--- src/rtl/chunk_sched_ctrl_pkg.sv ---
// Shared types and derived widths for the chunk scheduler and its per-operand bank writers.
package chunk_sched_pkg;

  localparam int BUS_SIZE         = 32;
  localparam int MEM_SIZE         = 128;
  localparam int PREFIX_SUM_SIZE  = 8;
  localparam int WR_DAT_CYC_NUM   = MEM_SIZE / BUS_SIZE;
  localparam int RD_SPARSEMAP_NUM = MEM_SIZE / PREFIX_SUM_SIZE;
  localparam int CHUNK_CNT_W      = 16;

  localparam int BEAT_CNT_W  = $clog2(WR_DAT_CYC_NUM);
  localparam int CFG_BEATS_W = BEAT_CNT_W + 1;
  localparam int SPMAP_W     = $clog2(RD_SPARSEMAP_NUM);

  typedef enum logic [2:0] {
    IDLE  = 3'd0,
    LOAD  = 3'd1,
    START = 3'd2,
    RUN   = 3'd3,
    DONE  = 3'd4
  } sched_state_e;

endpackage

--- src/rtl/chunk_sched_ctrl_if.sv ---
// Loader-facing beat handshakes and bank write strobes for the IFM and filter operands.
interface chunk_sched_ctrl_if;

  // A beat transfers on every rising edge where *_beat_valid_i and *_beat_ready_o are both high;
  // valid may not depend on ready, and *_wr_valid_o is exactly that transfer condition.
  logic                                 ifm_beat_valid_i;
  logic                                 ifm_beat_ready_o;
  logic                                 filter_beat_valid_i;
  logic                                 filter_beat_ready_o;
  logic                                 ifm_wr_valid_o;
  logic                                 filter_wr_valid_o;
  logic [chunk_sched_pkg::BEAT_CNT_W-1:0] ifm_wr_count_o;
  logic [chunk_sched_pkg::BEAT_CNT_W-1:0] filter_wr_count_o;
  logic                                 ifm_wr_sel_o;
  logic                                 filter_wr_sel_o;

  modport master (
    output ifm_beat_valid_i, filter_beat_valid_i,
    input  ifm_beat_ready_o, filter_beat_ready_o,
    input  ifm_wr_valid_o, filter_wr_valid_o,
    input  ifm_wr_count_o, filter_wr_count_o,
    input  ifm_wr_sel_o, filter_wr_sel_o
  );

  modport slave (
    input  ifm_beat_valid_i, filter_beat_valid_i,
    output ifm_beat_ready_o, filter_beat_ready_o,
    output ifm_wr_valid_o, filter_wr_valid_o,
    output ifm_wr_count_o, filter_wr_count_o,
    output ifm_wr_sel_o, filter_wr_sel_o
  );

endinterface

--- src/rtl/chunk_sched_ctrl_bank.sv ---
// One operand's ping-pong bank writer: beat counting, write pointer and the two bank-full flags.
module chunk_bank_ctrl
  import chunk_sched_pkg::*;
(
  input  logic                   clk_i,
  input  logic                   rst_i,
  input  logic                   clear_i,
  input  logic                   busy_i,
  input  logic [CFG_BEATS_W-1:0] beats_i,
  input  logic [CHUNK_CNT_W-1:0] chunk_num_i,
  input  logic                   beat_valid_i,
  output logic                   beat_ready_o,
  output logic                   wr_valid_o,
  output logic [BEAT_CNT_W-1:0]  wr_count_o,
  output logic                   wr_sel_o,
  input  logic                   free_i,
  input  logic                   rd_ptr_i,
  output logic [1:0]             full_o
);

  logic                   wr_ptr;
  logic [BEAT_CNT_W-1:0]  beat_cnt;
  logic [1:0]             full;
  logic [1:0]             full_nxt;
  logic [CHUNK_CNT_W-1:0] chunks_loaded;
  logic                   last_beat;

  // Ready looks only at registered flags, so a bank freed this cycle is writable next cycle.
  assign beat_ready_o = busy_i && !full[wr_ptr] && (chunks_loaded != chunk_num_i);
  assign wr_valid_o   = beat_valid_i && beat_ready_o;
  assign last_beat    = ({1'b0, beat_cnt} == (beats_i - CFG_BEATS_W'(1)));
  assign wr_count_o   = beat_cnt;
  assign wr_sel_o     = wr_ptr;
  assign full_o       = full;

  // The reader frees a full bank while the writer fills an empty one, so both updates can land together.
  always_comb begin
    full_nxt = full;
    if (free_i) full_nxt[rd_ptr_i] = 1'b0;
    if (wr_valid_o && last_beat) full_nxt[wr_ptr] = 1'b1;
  end

  always_ff @(posedge clk_i) begin
    if (!rst_i || clear_i) begin
      wr_ptr        <= 1'b0;
      beat_cnt      <= '0;
      full          <= 2'b00;
      chunks_loaded <= '0;
    end else begin
      full <= full_nxt;
      if (wr_valid_o) begin
        if (last_beat) begin
          beat_cnt      <= '0;
          wr_ptr        <= ~wr_ptr;
          chunks_loaded <= chunks_loaded + CHUNK_CNT_W'(1);
        end else begin
          beat_cnt <= beat_cnt + BEAT_CNT_W'(1);
        end
      end
    end
  end

endmodule

--- src/rtl/chunk_sched_ctrl.sv ---
// Chunk sequencer: pairs full IFM/filter banks, pulses chunk_start_o, frees banks on chunk_end_i.
// Define CHUNK_SCHED_PERF_EN to add the stall_cyc_o / run_cyc_o cycle counters.
module chunk_sched_ctrl
  import chunk_sched_pkg::*;
(
  input  logic                   clk_i,
  input  logic                   rst_i,
  input  logic                   start_i,
  input  logic [CHUNK_CNT_W-1:0] cfg_chunk_num_i,
  input  logic [CFG_BEATS_W-1:0] cfg_beats_i,
  input  logic [SPMAP_W-1:0]     cfg_sparsemap_num_i,
  chunk_sched_ctrl_if.slave      bus,
  output logic                   ifm_rd_sel_o,
  output logic                   filter_rd_sel_o,
  output logic                   chunk_start_o,
  output logic                   run_valid_o,
  output logic [SPMAP_W-1:0]     rd_sparsemap_num_o,
  input  logic                   chunk_end_i,
  output logic                   busy_o,
  output logic                   done_o,
  output sched_state_e           state_o
`ifdef CHUNK_SCHED_PERF_EN
  ,
  output logic [31:0]            stall_cyc_o,
  output logic [31:0]            run_cyc_o
`endif
);

  sched_state_e           state;
  logic                   rd_ptr;
  logic [CHUNK_CNT_W-1:0] chunks_done;
  logic [CHUNK_CNT_W-1:0] chunk_num_q;
  logic [CFG_BEATS_W-1:0] beats_q;
  logic [1:0]             ifm_full;
  logic [1:0]             filter_full;
  logic                   layer_start;
  logic                   free;
  logic                   both_full;

  assign layer_start     = (state == IDLE) && start_i;
  // START is skipped on purpose: chunk_end_i is only trusted from the first RUN cycle.
  assign free            = (state == RUN) && chunk_end_i;
  assign both_full       = ifm_full[rd_ptr] && filter_full[rd_ptr];
  assign ifm_rd_sel_o    = rd_ptr;
  assign filter_rd_sel_o = rd_ptr;
  assign state_o         = state;

  chunk_bank_ctrl u_ifm_bank (
    .clk_i        (clk_i),
    .rst_i        (rst_i),
    .clear_i      (layer_start),
    .busy_i       (busy_o),
    .beats_i      (beats_q),
    .chunk_num_i  (chunk_num_q),
    .beat_valid_i (bus.ifm_beat_valid_i),
    .beat_ready_o (bus.ifm_beat_ready_o),
    .wr_valid_o   (bus.ifm_wr_valid_o),
    .wr_count_o   (bus.ifm_wr_count_o),
    .wr_sel_o     (bus.ifm_wr_sel_o),
    .free_i       (free),
    .rd_ptr_i     (rd_ptr),
    .full_o       (ifm_full)
  );

  chunk_bank_ctrl u_filter_bank (
    .clk_i        (clk_i),
    .rst_i        (rst_i),
    .clear_i      (layer_start),
    .busy_i       (busy_o),
    .beats_i      (beats_q),
    .chunk_num_i  (chunk_num_q),
    .beat_valid_i (bus.filter_beat_valid_i),
    .beat_ready_o (bus.filter_beat_ready_o),
    .wr_valid_o   (bus.filter_wr_valid_o),
    .wr_count_o   (bus.filter_wr_count_o),
    .wr_sel_o     (bus.filter_wr_sel_o),
    .free_i       (free),
    .rd_ptr_i     (rd_ptr),
    .full_o       (filter_full)
  );

  always_ff @(posedge clk_i) begin
    if (!rst_i) begin
      state              <= IDLE;
      rd_ptr             <= 1'b0;
      chunks_done        <= '0;
      chunk_num_q        <= '0;
      beats_q            <= '0;
      rd_sparsemap_num_o <= '0;
      chunk_start_o      <= 1'b0;
      run_valid_o        <= 1'b0;
      busy_o             <= 1'b0;
      done_o             <= 1'b0;
    end else begin
      chunk_start_o <= 1'b0;
      done_o        <= 1'b0;
      case (state)
        IDLE: begin
          if (start_i) begin
            chunk_num_q        <= cfg_chunk_num_i;
            beats_q            <= cfg_beats_i;
            rd_sparsemap_num_o <= cfg_sparsemap_num_i;
            rd_ptr             <= 1'b0;
            chunks_done        <= '0;
            if (cfg_chunk_num_i == '0) begin
              state  <= DONE;
              done_o <= 1'b1;
            end else begin
              state  <= LOAD;
              busy_o <= 1'b1;
            end
          end
        end
        LOAD: begin
          if (both_full) begin
            state         <= START;
            chunk_start_o <= 1'b1;
            run_valid_o   <= 1'b1;
          end
        end
        START: state <= RUN;
        RUN: begin
          if (chunk_end_i) begin
            rd_ptr      <= ~rd_ptr;
            chunks_done <= chunks_done + CHUNK_CNT_W'(1);
            run_valid_o <= 1'b0;
            if ((chunks_done + CHUNK_CNT_W'(1)) == chunk_num_q) begin
              state  <= DONE;
              done_o <= 1'b1;
              busy_o <= 1'b0;
            end else begin
              state <= LOAD;
            end
          end
        end
        DONE:    state <= IDLE;
        default: state <= IDLE;
      endcase
    end
  end

`ifdef CHUNK_SCHED_PERF_EN
  // Saturating counters; they keep their final values after done until the next accepted start.
  always_ff @(posedge clk_i) begin
    if (!rst_i || layer_start) begin
      stall_cyc_o <= '0;
      run_cyc_o   <= '0;
    end else begin
      if ((state == LOAD) && (stall_cyc_o != '1)) stall_cyc_o <= stall_cyc_o + 32'd1;
      if ((state == RUN) && (run_cyc_o != '1)) run_cyc_o <= run_cyc_o + 32'd1;
    end
  end
`endif

endmodule

--- src/flat_wrapper.sv ---
// flat-port wrapper written by rule: the top's interface ports become plain ports
module chunk_sched_ctrl_flat import chunk_sched_pkg::*;
  (clk_i, rst_i, start_i, cfg_chunk_num_i, cfg_beats_i, cfg_sparsemap_num_i, ifm_rd_sel_o, filter_rd_sel_o, chunk_start_o, run_valid_o, rd_sparsemap_num_o, chunk_end_i, busy_o, done_o, state_o, bus_ifm_beat_valid_i, bus_filter_beat_valid_i, bus_ifm_beat_ready_o, bus_filter_beat_ready_o, bus_ifm_wr_valid_o, bus_filter_wr_valid_o, bus_ifm_wr_count_o, bus_filter_wr_count_o, bus_ifm_wr_sel_o, bus_filter_wr_sel_o);
  chunk_sched_ctrl_if bus_i ();
  input  logic clk_i;
  input  logic rst_i;
  input  logic start_i;
  input  logic [CHUNK_CNT_W-1:0] cfg_chunk_num_i;
  input  logic [CFG_BEATS_W-1:0] cfg_beats_i;
  input  logic [SPMAP_W-1:0] cfg_sparsemap_num_i;
  output logic ifm_rd_sel_o;
  output logic filter_rd_sel_o;
  output logic chunk_start_o;
  output logic run_valid_o;
  output logic [SPMAP_W-1:0] rd_sparsemap_num_o;
  input  logic chunk_end_i;
  output logic busy_o;
  output logic done_o;
  output sched_state_e state_o;
  input wire logic [$bits(bus_i.ifm_beat_valid_i)-1:0] bus_ifm_beat_valid_i;
  input wire logic [$bits(bus_i.filter_beat_valid_i)-1:0] bus_filter_beat_valid_i;
  output wire logic [$bits(bus_i.ifm_beat_ready_o)-1:0] bus_ifm_beat_ready_o;
  output wire logic [$bits(bus_i.filter_beat_ready_o)-1:0] bus_filter_beat_ready_o;
  output wire logic [$bits(bus_i.ifm_wr_valid_o)-1:0] bus_ifm_wr_valid_o;
  output wire logic [$bits(bus_i.filter_wr_valid_o)-1:0] bus_filter_wr_valid_o;
  output wire logic [$bits(bus_i.ifm_wr_count_o)-1:0] bus_ifm_wr_count_o;
  output wire logic [$bits(bus_i.filter_wr_count_o)-1:0] bus_filter_wr_count_o;
  output wire logic [$bits(bus_i.ifm_wr_sel_o)-1:0] bus_ifm_wr_sel_o;
  output wire logic [$bits(bus_i.filter_wr_sel_o)-1:0] bus_filter_wr_sel_o;
  assign bus_i.ifm_beat_valid_i = bus_ifm_beat_valid_i;
  assign bus_i.filter_beat_valid_i = bus_filter_beat_valid_i;
  assign bus_ifm_beat_ready_o = bus_i.ifm_beat_ready_o;
  assign bus_filter_beat_ready_o = bus_i.filter_beat_ready_o;
  assign bus_ifm_wr_valid_o = bus_i.ifm_wr_valid_o;
  assign bus_filter_wr_valid_o = bus_i.filter_wr_valid_o;
  assign bus_ifm_wr_count_o = bus_i.ifm_wr_count_o;
  assign bus_filter_wr_count_o = bus_i.filter_wr_count_o;
  assign bus_ifm_wr_sel_o = bus_i.ifm_wr_sel_o;
  assign bus_filter_wr_sel_o = bus_i.filter_wr_sel_o;
  chunk_sched_ctrl u_core (.clk_i(clk_i), .rst_i(rst_i), .start_i(start_i), .cfg_chunk_num_i(cfg_chunk_num_i), .cfg_beats_i(cfg_beats_i), .cfg_sparsemap_num_i(cfg_sparsemap_num_i), .bus(bus_i), .ifm_rd_sel_o(ifm_rd_sel_o), .filter_rd_sel_o(filter_rd_sel_o), .chunk_start_o(chunk_start_o), .run_valid_o(run_valid_o), .rd_sparsemap_num_o(rd_sparsemap_num_o), .chunk_end_i(chunk_end_i), .busy_o(busy_o), .done_o(done_o), .state_o(state_o));
endmodule
--- config.mk ---
export PLATFORM = sky130hd
export DESIGN_NAME = chunk_sched_ctrl_flat
export DESIGN_NICKNAME = d
export VERILOG_FILES = /design/src/rtl/chunk_sched_ctrl_pkg.sv /design/src/rtl/chunk_sched_ctrl_if.sv /design/src/rtl/chunk_sched_ctrl_bank.sv /design/src/rtl/chunk_sched_ctrl.sv /design/src/flat_wrapper.sv
export SDC_FILE = /design/constraint.sdc
export NUM_CORES = 1
export LEC_CHECK = 0
export BUFFER_PORTS_ARGS = -buffer_cell sky130_fd_sc_hd__buf_2
export CAP_MARGIN = 25
export CORE_MARGIN = 1.5
export CORE_UTILIZATION = 45
export CTS_CLUSTER_SIZE = 16
export DETAILED_ROUTE_END_ITERATION = 8
export HOLD_SLACK_MARGIN = 0.1
export REMOVE_ABC_BUFFERS = 1
export SKIP_CTS_REPAIR_TIMING = 1
export SLEW_MARGIN = 5
export SYNTH_ARGS = -nofsm -noshare
export SYNTH_HDL_FRONTEND = slang
export SYNTH_SLANG_ARGS = --single-unit
--- constraint.sdc ---
create_clock -name clk_i -period 3.17 [get_ports clk_i]
set_clock_uncertainty 0.1 [all_clocks]
set_input_delay 0.1585 -clock clk_i [delete_from_list [all_inputs] [get_ports clk_i]]
set_output_delay 0.1585 -clock clk_i [all_outputs]
set_load 0.05 [all_outputs]
==> metrics list, run 1 <==
* Area growth from synthesis to layout: 15.8%
- Highest achievable clock rate: 354 MHz
* Count of warnings emitted by yosys: 0
- In this run, the number of DRC markers left after iteration 0 of detailed routing was 260.
- Pre-antenna DRT Iters: 6
- Clock-pin slew was measured on the worst setup and hold paths at 0.09 ns.
- Number of enable-type register cells in the synthesized netlist: 0
- Setup Crit Path Kind: flop to flop
- After synthesis, the mean cell area works out to 8.26 sq um.
- Total negative slack for setup checks: 0 ns
- By instance count, the cell type seen most on the critical path is sky130_fd_sc_hd__nor4_2.
- Count of cell types in the netlist: 60
- Worst stage delay on the critical path: 0.52 ns
- Clock latency on the worst-skew pair: 0.35 ns
- Detailed-route wire length: 13,100 um
- CTS root buffer: sky130_fd_sc_hd__clkbuf_8
- Detail Route Antenna Nets: 0
- Peak supply drop: 0.000223 V
* Number of global-route vias before repair: 4,056
- DIE AREA: 11,800 sq um
- RePlAce Congestion: 0.886
- The number of hold violations in the final report is 0.
* Global-route wire length before repair: 20,700 um
- After global routing the overflow that remains totals 0.
- Fin crit share: 89.0%
- Part of the Yosys area used for sequential elements: 35.5%
- Capturing element type of the critical path: flop
* Total clock sinks: 89
- Leak: 2.07 nW
* Worst relative slew slack: 34.1%
- For this run, asynchronously set or reset flops after synthesis account for 0%.
- The flow ran to the end, and the final reports show no timing, DRC or antenna violations.
* Starting density of the core: 46.2%
- After layout, the minimum clock period comes to 2.82 ns.
- Worst-case clock buffer depth: 2
- Largest net degree at the start of global routing: 42
- CP required: 3.29 ns
- In this run, synthesis produced a sequential element count of 89.
* Crit path DAT: 2.94 ns
- Fraction of final layout cells with drive strength greater than 1: 14.9%
- Number of buffers added on ports: 51
- After detailed routing, the average wire length per cell comes to 16.0 um.
- 52 I/O pins were placed.
- The die is 109 um tall.
* Sum of net half-perimeters after detailed placement: 9500 um
- Pins Over Slew Limit: 0
- The number of antenna violations at the first check in global routing was 0.
* Sum of internal, switching and leakage power: 2.20 mW
* RSZ-0062 raised after global routing: no
- # rows: 38
* Residual DRC: 0
- The tightest hold path in the finished design has a slack of 0.179 ns.
- Antenna cells: 0
- Net count reported at finish: 706
* Count of vias placed by the detailed router: 4,499
- X dimension of the die: 109 um
- Highest fanout seen on the critical path: 9
- In this run, placement finished with an instance count of 776.
* Min-delay worst type: primary input to flop
* Post-Synthesis Cell Area: 5010 sq um
* Least-Margin Pin Slew: 0.985 ns
* Routed via count divided by cell count: 5.50
- Power Dens Cells: 379 nW/um^2
* Max_cap viols: 0
- The slowest stage of the critical path belongs to the cell sky130_fd_sc_hd__nor4_2.
- Total clock buffers created by CTS: 9
- Depth of the CTS H-tree: 3
* Gate count after technology mapping: 607
- Overall fraction of global-route tracks in use: 22.8%
- Main synth FF type: sky130_fd_sc_hd__dfxtp_1
- Cell Count, Final, Fillers Out: 818
- Count of endpoints failing setup in the final report: 0
- The layout has 1,028 filler cells.
- TritonCTS built the clock tree.
- Core area: 10,800 sq um
- The worst setup path is launched from a flop.
* Worst-path cell chain: ha_1 -> nand3_1 -> nor4_2 -> xnor2_1 -> nand2_1 -> nor4_2 -> a31oi_1
## layout by cell type, fill, tap and decap left out, types with 4 or more instances in the layout
| master | count |
|---|---|
| sky130_fd_sc_hd__mux2i_1 | 9 |
| sky130_fd_sc_hd__a21boi_0 | 27 |
| sky130_fd_sc_hd__clkbuf_8 | 11 |
| sky130_fd_sc_hd__nor4_1 | 9 |
| sky130_fd_sc_hd__nand4_1 | 19 |
| sky130_fd_sc_hd__o21ai_0 | 26 |
| sky130_fd_sc_hd__or3_1 | 5 |
| sky130_fd_sc_hd__xor2_1 | 7 |
| sky130_fd_sc_hd__nand3b_1 | 4 |
| sky130_fd_sc_hd__nand2_1 | 83 |
| sky130_fd_sc_hd__nand2b_1 | 6 |
| sky130_fd_sc_hd__xnor2_1 | 66 |
| sky130_fd_sc_hd__buf_4 | 11 |
| sky130_fd_sc_hd__ha_1 | 4 |
| sky130_fd_sc_hd__nor4_2 | 4 |
| sky130_fd_sc_hd__dlygate4sd3_1 | 26 |
| sky130_fd_sc_hd__nor3b_1 | 7 |
| sky130_fd_sc_hd__a21o_1 | 7 |
| sky130_fd_sc_hd__nand3_1 | 22 |
| sky130_fd_sc_hd__and2_1 | 7 |
| sky130_fd_sc_hd__nor2b_1 | 14 |
| sky130_fd_sc_hd__a22oi_1 | 4 |
| sky130_fd_sc_hd__and3_1 | 10 |
| sky130_fd_sc_hd__a21oi_1 | 30 |
| sky130_fd_sc_hd__buf_2 | 51 |
| sky130_fd_sc_hd__nor2_1 | 48 |
| sky130_fd_sc_hd__nor3_1 | 15 |
| sky130_fd_sc_hd__inv_1 | 11 |
| sky130_fd_sc_hd__dfxtp_1 | 89 |
## state kept, by name (all words and copies together) (netlist names), 3 cells and up
name	flops
u_core.u_ifm_bank.chunks_loaded	16
u_core.chunk_num_q	16
u_core.u_filter_bank.chunks_loaded	16
u_core.rd_sparsemap_num_o	4
u_core.chunks_done	16
u_core.beats_q	3
u_core.state_o	3
## per-stage QoR
| stage | utilization (%) | worst slack (ns) | cell area, sq um |
|---|---|---|---|
| finish | 53.6 | 0.348 | 5810 |
| CTS | 51.1 | 0.210 | 5540 |
| global route | 53.6 | 0.0567 | 5810 |
| global placement | 49.5 | 0.434 | 5360 |
| floorplan | - | 0.187 | 4830 |
| detailed placement | 49.5 | 0.239 | 5360 |
## Yosys cell counts, types with 10 or more instances
| master | number | area (sq um) |
|---|---|---|
| sky130_fd_sc_hd__a21oi_1 | 30 | 150 |
| sky130_fd_sc_hd__nor2b_1 | 14 | 87.6 |
| sky130_fd_sc_hd__and3_1 | 10 | 62.6 |
| sky130_fd_sc_hd__clkbuf_1 | 16 | 60.1 |
| sky130_fd_sc_hd__nor2_1 | 48 | 180 |
| sky130_fd_sc_hd__a21boi_0 | 27 | 203 |
| sky130_fd_sc_hd__xnor2_1 | 66 | 578 |
| sky130_fd_sc_hd__inv_1 | 11 | 41.3 |
| sky130_fd_sc_hd__o21ai_0 | 26 | 130 |
| sky130_fd_sc_hd__dfxtp_1 | 89 | 1780 |
| sky130_fd_sc_hd__nor3_1 | 15 | 75.1 |
| sky130_fd_sc_hd__nand3_1 | 22 | 110 |
| sky130_fd_sc_hd__nand4_1 | 19 | 119 |
| sky130_fd_sc_hd__nand2_1 | 83 | 312 |
| sky130_fd_sc_hd__nor4_1 | 10 | 62.6 |
## cell families after synthesis
| group | after synthesis | share of synthesized area [%] |
|---|---|---|
| AND/OR/NAND/NOR | 272 | 29.5 |
| AO/OA/AOI/OAI | 115 | 15.0 |
| flip-flops | 89 | 35.5 |
| XOR/XNOR | 73 | 12.8 |
| buffers and inverters | 45 | 4.44 |
| multiplexers | 9 | 1.80 |
| adder cells (fa/ha/maj) | 4 | 0.999 |
## final cells by class
type,instances,area (sq um),share of cell area (%)
Clock buffer,14,163,2.80
Clock inverter,2,12.5,0.216
Inverter,11,41.3,0.711
Multi-Input combinational cell,473,3010,51.9
Sequential cell,89,1780,30.7
Tap cell,140,175,3.02
Timing Repair Buffer,89,618,10.6
## final timing paths
path / depth (start not counted) / slack, ns / to / start
setup / recovery: 7 / 0.35 / u_core.busy_o / u_core.chunks_done[0]
hold / removal: 4 / 0.18 / u_core.u_ifm_bank.wr_count_o[1] / bus_ifm_beat_valid_i
setup reg to reg: 7 / 0.35 / u_core.busy_o / u_core.chunks_done[0]
hold reg to reg: 2 / 0.38 / u_core.rd_sparsemap_num_o[1] / u_core.rd_sparsemap_num_o[1]
## metal layers
layer	GRT usage, %	wire length, um	up-vias	share of wire [%]
li1	-	-	2249	-
met2	36.7	6240	118	48
met3	3.32	531	19	4.1
met1	30.7	6080	2113	46
met5	0	0	-	0
met4	9.30	262	0	2.0
## where the power goes
part	total [mW]	switching, mW	internal [mW]	leakage [nW]
registers	1.17	0.0346	1.14	0.721
logic	0.307	0.180	0.128	1.26
clock network	0.724	0.395	0.329	0.0867
## critical path: cells and delay by family, from the launching register on
kind	cells	cell delay, ns
adder cells (fa/ha/maj)	1	0.35
XOR/XNOR	1	0.17
flip-flops	1	0.48
AND/OR/NAND/NOR	4	1.41
AO/OA/AOI/OAI	1	0.17
Power figures use the tool's default switching activity.
==> run 2: changes to the inputs <==
CORE_UTILIZATION = 59   (was 45)
PLACE_DENSITY = 0.86   (was unset)
==> metrics list, run 2 (synthesis gave the netlist of run 1 again) <==
- Cell area reported after detailed placement: 5340 sq um (was 5360 sq um)
- Dpl ws: 0.573 ns (was 0.239 ns)
- Routed via count divided by cell count: 5.95 (was 5.50)
- Worst relative slew slack: 37.7% (was 34.1%)
* Die height: 95.2 um (was 109 um)
* # rows: 33 (was 38)
- Total clock sinks: 89 (unchanged)
- The count of antenna diodes in the layout is 0 (unchanged).
* Fin crit share: 88.5% (was 89.0%)
- The final critical delay including setup and external delays was 2.80 ns (was 2.82 ns).
- The TritonCTS clock tree is built (unchanged).
- Crit path DAT: 2.55 ns (was 2.94 ns)
- Detail Route Antenna Nets: 0 (unchanged)
- Count of vias placed by the detailed router: 4,671 (was 4,499)
* X dimension of the die: 95.2 um (was 109 um)
- The residual overflow from global routing came to 0 (unchanged).
- Result of the run: complete, no violations (unchanged)
- Clock-pin slew on the worst setup and hold paths: 0.10 ns (was 0.09 ns)
- Sum of net half-perimeters after detailed placement: 9010 um (was 9500 um)
- Overall fraction of global-route tracks in use: 28.9% (was 22.8%)
- Min-delay worst type: primary input to flop (unchanged)
* Peak supply drop: 0.000285 V (was 0.000223 V)
* CP startpoint kind: flop (unchanged)
* RSZ-0062 raised after global routing: no (unchanged)
- Least-Margin Pin Slew: 0.930 ns (was 0.985 ns)
* Core area: 8220 sq um (was 10,800 sq um)
* Hold Vio Cnt, Final: 0 (unchanged)
- Highest fanout seen on the critical path: 12 (was 9)
- The first-pass GRT wire length is 20,200 um (was 20,700 um).
* Finished Cell Area: 5790 sq um (was 5810 sq um)
- The pin count of the biggest net entering global routing was 45 (was 42).
- The clock latency at the later pin of the worst-skew pair was 0.38 ns (was 0.35 ns).
- Share of the core filled with cells in the final layout: 70.4% (was 53.6%)
- The fraction of layout instances using a drive strength above 1 was 15.7% (was 14.9%).
- The endpoint required time on the critical path was 2.91 ns (was 3.29 ns).
- Power Dens Cells: 400 nW/um^2 (was 379 nW/um^2)
* Most frequent standard cell in the layout excluding fill and tap cells: sky130_fd_sc_hd__dfxtp_1 (unchanged)
- The switching power of the nets came to 0.656 mW (was 0.609 mW).
- Starting density of the core: 61.0% (was 46.2%)
* Worst-case clock buffer depth: 2 (unchanged)
* Total clock buffers created by CTS: 9 (unchanged)
* CTS root buffer: sky130_fd_sc_hd__clkbuf_8 (unchanged)
- Number of ports placed on the die boundary: 52 (unchanged)
* Leak: 2.09 nW (was 2.07 nW)
* Detailed-route wire length: 13,400 um (was 13,100 um)
- The setup-violating endpoint count in the final report is 0 (unchanged).
- Area growth from synthesis to layout: 15.5% (was 15.8%)
- Seq pwr share: 50.7% (was 53.2%)
- The count of input and output buffers was 51 (unchanged).
- The layout net count is 708 (was 706).
- Number of antenna violations at the first check in global routing: 0 (unchanged)
- Iteration-0 DRC Markers: 412 (was 260)
- The relative contribution of the clock network to total power came to 36.0% (was 32.9%).
- Highest achievable clock rate: 357 MHz (was 354 MHz)
- Share of power burned in combinational logic: 13.4% (was 14.0%)
- Worst path setup slack after routing: 0.365 ns (was 0.348 ns)
- Pins Over Slew Limit: 0 (unchanged)
- Commonest cells after routing, fill and taps aside: sky130_fd_sc_hd__dfxtp_1 (89), sky130_fd_sc_hd__nand2_1 (83), sky130_fd_sc_hd__xnor2_1 (66) (unchanged)
* Total negative slack for setup checks: 0 ns (unchanged)
- The remaining routing DRC violations was 0 (unchanged).
- The total iterations of the first detailed-routing run came to 5 (was 6).
- Internal power summed over all cells: 1.66 mW (was 1.59 mW)
- Setup Crit Path Kind: flop to output port (was flop to flop)
- The wire length per cell is 17.1 um (was 16.0 um).
* Net switching fraction of the power: 28.4% (was 27.7%)
* Capturing element type of the critical path: output port (was flop)
- Number of global-route vias before repair: 4,216 (was 4,056)
- The deepest level of the CTS H-tree came to 3 (unchanged).
- The global placer's final weighted congestion was 0.950 (was 0.886).
- DIE AREA: 9060 sq um (was 11,800 sq um)
- The max-cap violation count is 0 (unchanged).
run 2: cell count changes in the layout (fill, tap and decap cells not counted), moves of 2 or more:
cell                            delta
sky130_fd_sc_hd__buf_4             +5
sky130_fd_sc_hd__inv_6             +3
sky130_fd_sc_hd__clkbuf_1          -3
sky130_fd_sc_hd__dlygate4sd3_1     -2
run 2: layout make-up:
| type | instances | area, sq um |
|---|---|---|
| multi-input cells | 473 | 3010 |
| clock buffers | 10 | 138 |
| clock inverters | 6 | 72.6 |
| inverters | 11 | 41.3 |
| repair buffers | 91 | 616 |
| well taps | 105 | 131 |
| fillers | 568 | 2430 |
| flip-flops and latches | 89 | 1780 |
run 2: worst paths after layout:
path	startpoint	end	slack (ns)	cells after the start
worst max-delay path	u_core.chunk_num_q[2]	bus_ifm_wr_valid_o	0.37	5
worst min-delay path	bus_filter_beat_valid_i	u_core.u_filter_bank.wr_count_o[1]	0.16	4
worst max register to register	u_core.chunks_done[0]	u_core.busy_o	0.44	8
worst min register to register	u_core.rd_sparsemap_num_o[2]	u_core.rd_sparsemap_num_o[2]	0.37	2
run 2: power groups by stage:
stage | sequential, mW | clock [mW] | combinational [mW]
after global placement | 1.20 | 0 | 0.270
after global routing | 1.17 | 0.891 | 0.332
after floorplan | 1.21 | 0 | 0.164
final | 1.17 | 0.832 | 0.309
after CTS | 1.17 | 0.835 | 0.279
after detailed placement | 1.20 | 0 | 0.278
run 2: critical path: stages, from the launching register on:
cell,delay [ns]
sky130_fd_sc_hd__dfxtp_1,0.56
sky130_fd_sc_hd__xnor2_1,0.17
sky130_fd_sc_hd__nand4_1,0.15
sky130_fd_sc_hd__nor4_4,0.77
sky130_fd_sc_hd__nor3b_1,0.23
sky130_fd_sc_hd__buf_2,0.28
run 2: stage by stage:
| step | hold WS, ns | instances | total power, mW |
|---|---|---|---|
| finish | 0.155 | 785 | 2.31 |
| global route | 0.190 | 785 | 2.40 |
| CTS | -0.0798 | 761 | 2.28 |
| detailed placement | 0.317 | 745 | 1.47 |
| global placement | 0.312 | 745 | 1.47 |
| floorplan | 0.175 | 573 | 1.37 |
run 2: per-layer routing:
metal  vias to the layer above  GRT usage [%]  part of all wire [%]
met3                        43           3.99                   6.1
met1                      2165           35.9                    42
li1                       2249              -                     -
met4                         0           16.2                   4.2
met5                         -              0                     0
met2                       214           47.8                    48
==> run 3: changes to the inputs <==
REMOVE_ABC_BUFFERS = unset   (was 1)
==> metrics list, run 3 (synthesis gave the netlist of run 1 again) <==
- Max_cap viols: 0 (unchanged)
- The pin count of the biggest net entering global routing was 38 (was 45).
- The clock tree root buffer cell is sky130_fd_sc_hd__clkbuf_8 (unchanged).
* Detail Route Antenna Nets: 0 (unchanged)
* DIE AREA: 9060 sq um (unchanged)
- Area growth from synthesis to layout: 16.8% (was 15.5%)
- Number of filler cells placed in the layout: 615 (was 568)
- Result of the run: complete, no violations (unchanged)
- The final wirelength came to 13,800 um (was 13,400 um).
* Starting density of the core: 61.0% (unchanged)
- Sum of net half-perimeters after detailed placement: 9190 um (was 9010 um)
- The global placer's final weighted congestion came to 0.981 (was 0.950).
- The detailed router's first-iteration violation count is 467 (was 412).
- Residual DRC: 0 (unchanged)
- Total negative slack for setup checks: 0 ns (unchanged)
* Syn_nets: 640
* Worst reg2reg startpoint: u_core.chunks_done[0] (unchanged)
- The mean number of vias per cell was 6.06 (was 5.95).
- The deepest level of the CTS H-tree is 3 (unchanged).
- Total gr overflow: 0 (unchanged)
- The kind of launch point of the worst setup path is a flop (unchanged).
* Worst-case clock buffer depth: 2 (unchanged)
- The number of antenna violations at the first check in global routing came to 0 (unchanged).
* Min-delay worst type: primary input to flop (unchanged)
- The area of the core is 8220 sq um (unchanged).
* Pre-antenna DRT Iters: 7 (was 5)
* Clock-pin slew on the worst setup and hold paths: 0.10 ns (about the same)
* Capturing element type of the critical path: flop (was output port)
* Hold Vio Cnt, Final: 0 (unchanged)
* Total clock sinks: 89 (unchanged)
* Cell area reported after detailed placement: 5300 sq um (was 5340 sq um)
- The relative max-transition margin came to 37.1% (was 37.7%).
* Power Dens Cells: 421 nW/um^2 (was 400 nW/um^2)
* Number of ports placed on the die boundary: 52 (unchanged)
* Pins Over Slew Limit: 0 (unchanged)
* Fin crit share: 95.1% (was 88.5%)
- Clock tree from TritonCTS: built (unchanged)
- Crit path DAT: 3.23 ns (was 2.55 ns)
- The count of antenna diodes in the layout was 0 (unchanged).
- RSZ-0062 raised after global routing: no (unchanged).
- Fraction of final layout cells with drive strength greater than 1: 15.0% (was 15.7%)
* X dimension of the die: 95.2 um (unchanged)
* Peak supply drop: 0.000325 V (was 0.000285 V)
- The via count of the first global-routing pass is 4,320 (was 4,216).
* Finished Cell Area: 5850 sq um (was 5790 sq um)
- The upper clock frequency limit came to 332 MHz (was 357 MHz).
* Die height: 95.2 um (unchanged)
- The routed via count came to 4,761 (was 4,671).
- The number of buffers created by CTS was 9 (unchanged).
* Clock latency on the worst-skew pair: 0.37 ns (was 0.38 ns)
- CP required: 3.38 ns (was 2.91 ns)
- Highest fanout seen on the critical path: 9 (was 12)
* # rows: 33 (unchanged)
- The most frequent standard cell in the layout excluding fill and tap cells is sky130_fd_sc_hd__dfxtp_1 (unchanged).
- Setup Crit Path Kind: flop to flop (was flop to output port)
- Setup crit start: u_core.chunks_done[0] (was u_core.chunk_num_q[2])
* Wirelength per Cell: 17.6 um (was 17.1 um)
* Global-route wire length before repair: 20,700 um (was 20,200 um)
- The post-layout total power was 2.46 mW (was 2.31 mW).
* Commonest cells after routing, fill and taps aside: sky130_fd_sc_hd__dfxtp_1 (89), sky130_fd_sc_hd__nand2_1 (83), sky130_fd_sc_hd__xnor2_1 (66) (unchanged)
- The origin of the worst min-delay path is bus_ifm_beat_valid_i (was bus_filter_beat_valid_i).
* Leak: 2.12 nW (was 2.09 nW)
- The count of input and output buffers came to 51 (unchanged).
- The overall routing resource usage was 29.6% (was 28.9%).
- Net count reported at finish: 709 (was 708)
- Final critical path time including I/O delays and setup: 3.01 ns (was 2.80 ns)
- The transition at the pin with the smallest max-transition slack was 0.944 ns (was 0.930 ns).
* Count of endpoints failing setup in the final report: 0 (unchanged)
run 3: changes by cell type in the layout (fill, tap and decap cells not counted), sizes merged:
cell / previous run / this run
buf: 67 / 62
clkinv: 1 / 2
dlygate4sd3: 24 / 30
bufinv: 1 / 3
inv: 14 / 11
run 3: worst max-delay path: stages, from the launching register on:
cell,delay [ns]
sky130_fd_sc_hd__dfxtp_1,0.50
sky130_fd_sc_hd__ha_1,0.39
sky130_fd_sc_hd__nand3_1,0.31
sky130_fd_sc_hd__nor4_2,0.49
sky130_fd_sc_hd__xnor2_1,0.20
sky130_fd_sc_hd__nand2_1,0.09
sky130_fd_sc_hd__nor4_1,0.63
sky130_fd_sc_hd__a31o_1,0.26
run 3: power breakdown:
group	switching [mW]	leakage (nW)	total (mW)	internal [mW]
registers	0.0377	0.721	1.17	1.14
logic	0.183	1.28	0.310	0.127
clock network	0.429	0.123	0.977	0.548
total	0.650	2.12	2.46	1.81
run 3: area by class of cell:
| cell class | instances | area [sq um] | share of cell area (%) |
|---|---|---|---|
| timing repair buffer | 92 | 638 | 10.9 |
| tap | 105 | 131 | 2.24 |
| clock buffer | 10 | 138 | 2.35 |
| clock inverter | 6 | 115 | 1.97 |
| inverter | 11 | 41.3 | 0.705 |
| sequential | 89 | 1780 | 30.4 |
| multi-input combinational | 473 | 3010 | 51.4 |
run 3: routing by layer:
metal,track usage (%),part of all wire (%),vias to the layer above
met4,10.9,2.3,0
met2,48.4,48,220
li1,-,-,2256
met1,39.1,43,2250
met3,5.02,6.6,35
met5,0,0,-
run 3: metrics by stage:
| stage | std cells | worst slack (ns) | hold slack, ns | utilization (%) |
|---|---|---|---|---|
| after floorplan | 607 | 0.222 | 0.203 | - |
| after global placement | 740 | 0.549 | 0.308 | 64.5 |
| after detailed placement | 740 | 0.365 | 0.319 | 64.5 |
| after CTS | 756 | 0.314 | -0.0691 | 67.6 |
| after global routing | 786 | 0.0556 | 0.229 | 71.2 |
| final | 786 | 0.156 | 0.175 | 71.2 |
run 3: final timing paths:
| check | to | slack [ns] | cells past startpoint |
|---|---|---|---|
| worst max-delay path | u_core.done_o | 0.16 | 7 |
| worst min register to register | u_core.rd_sparsemap_num_o[3] | 0.37 | 2 |
| worst max register to register | u_core.done_o | 0.16 | 7 |
| worst min-delay path | u_core.u_ifm_bank.wr_count_o[1] | 0.18 | 4 |
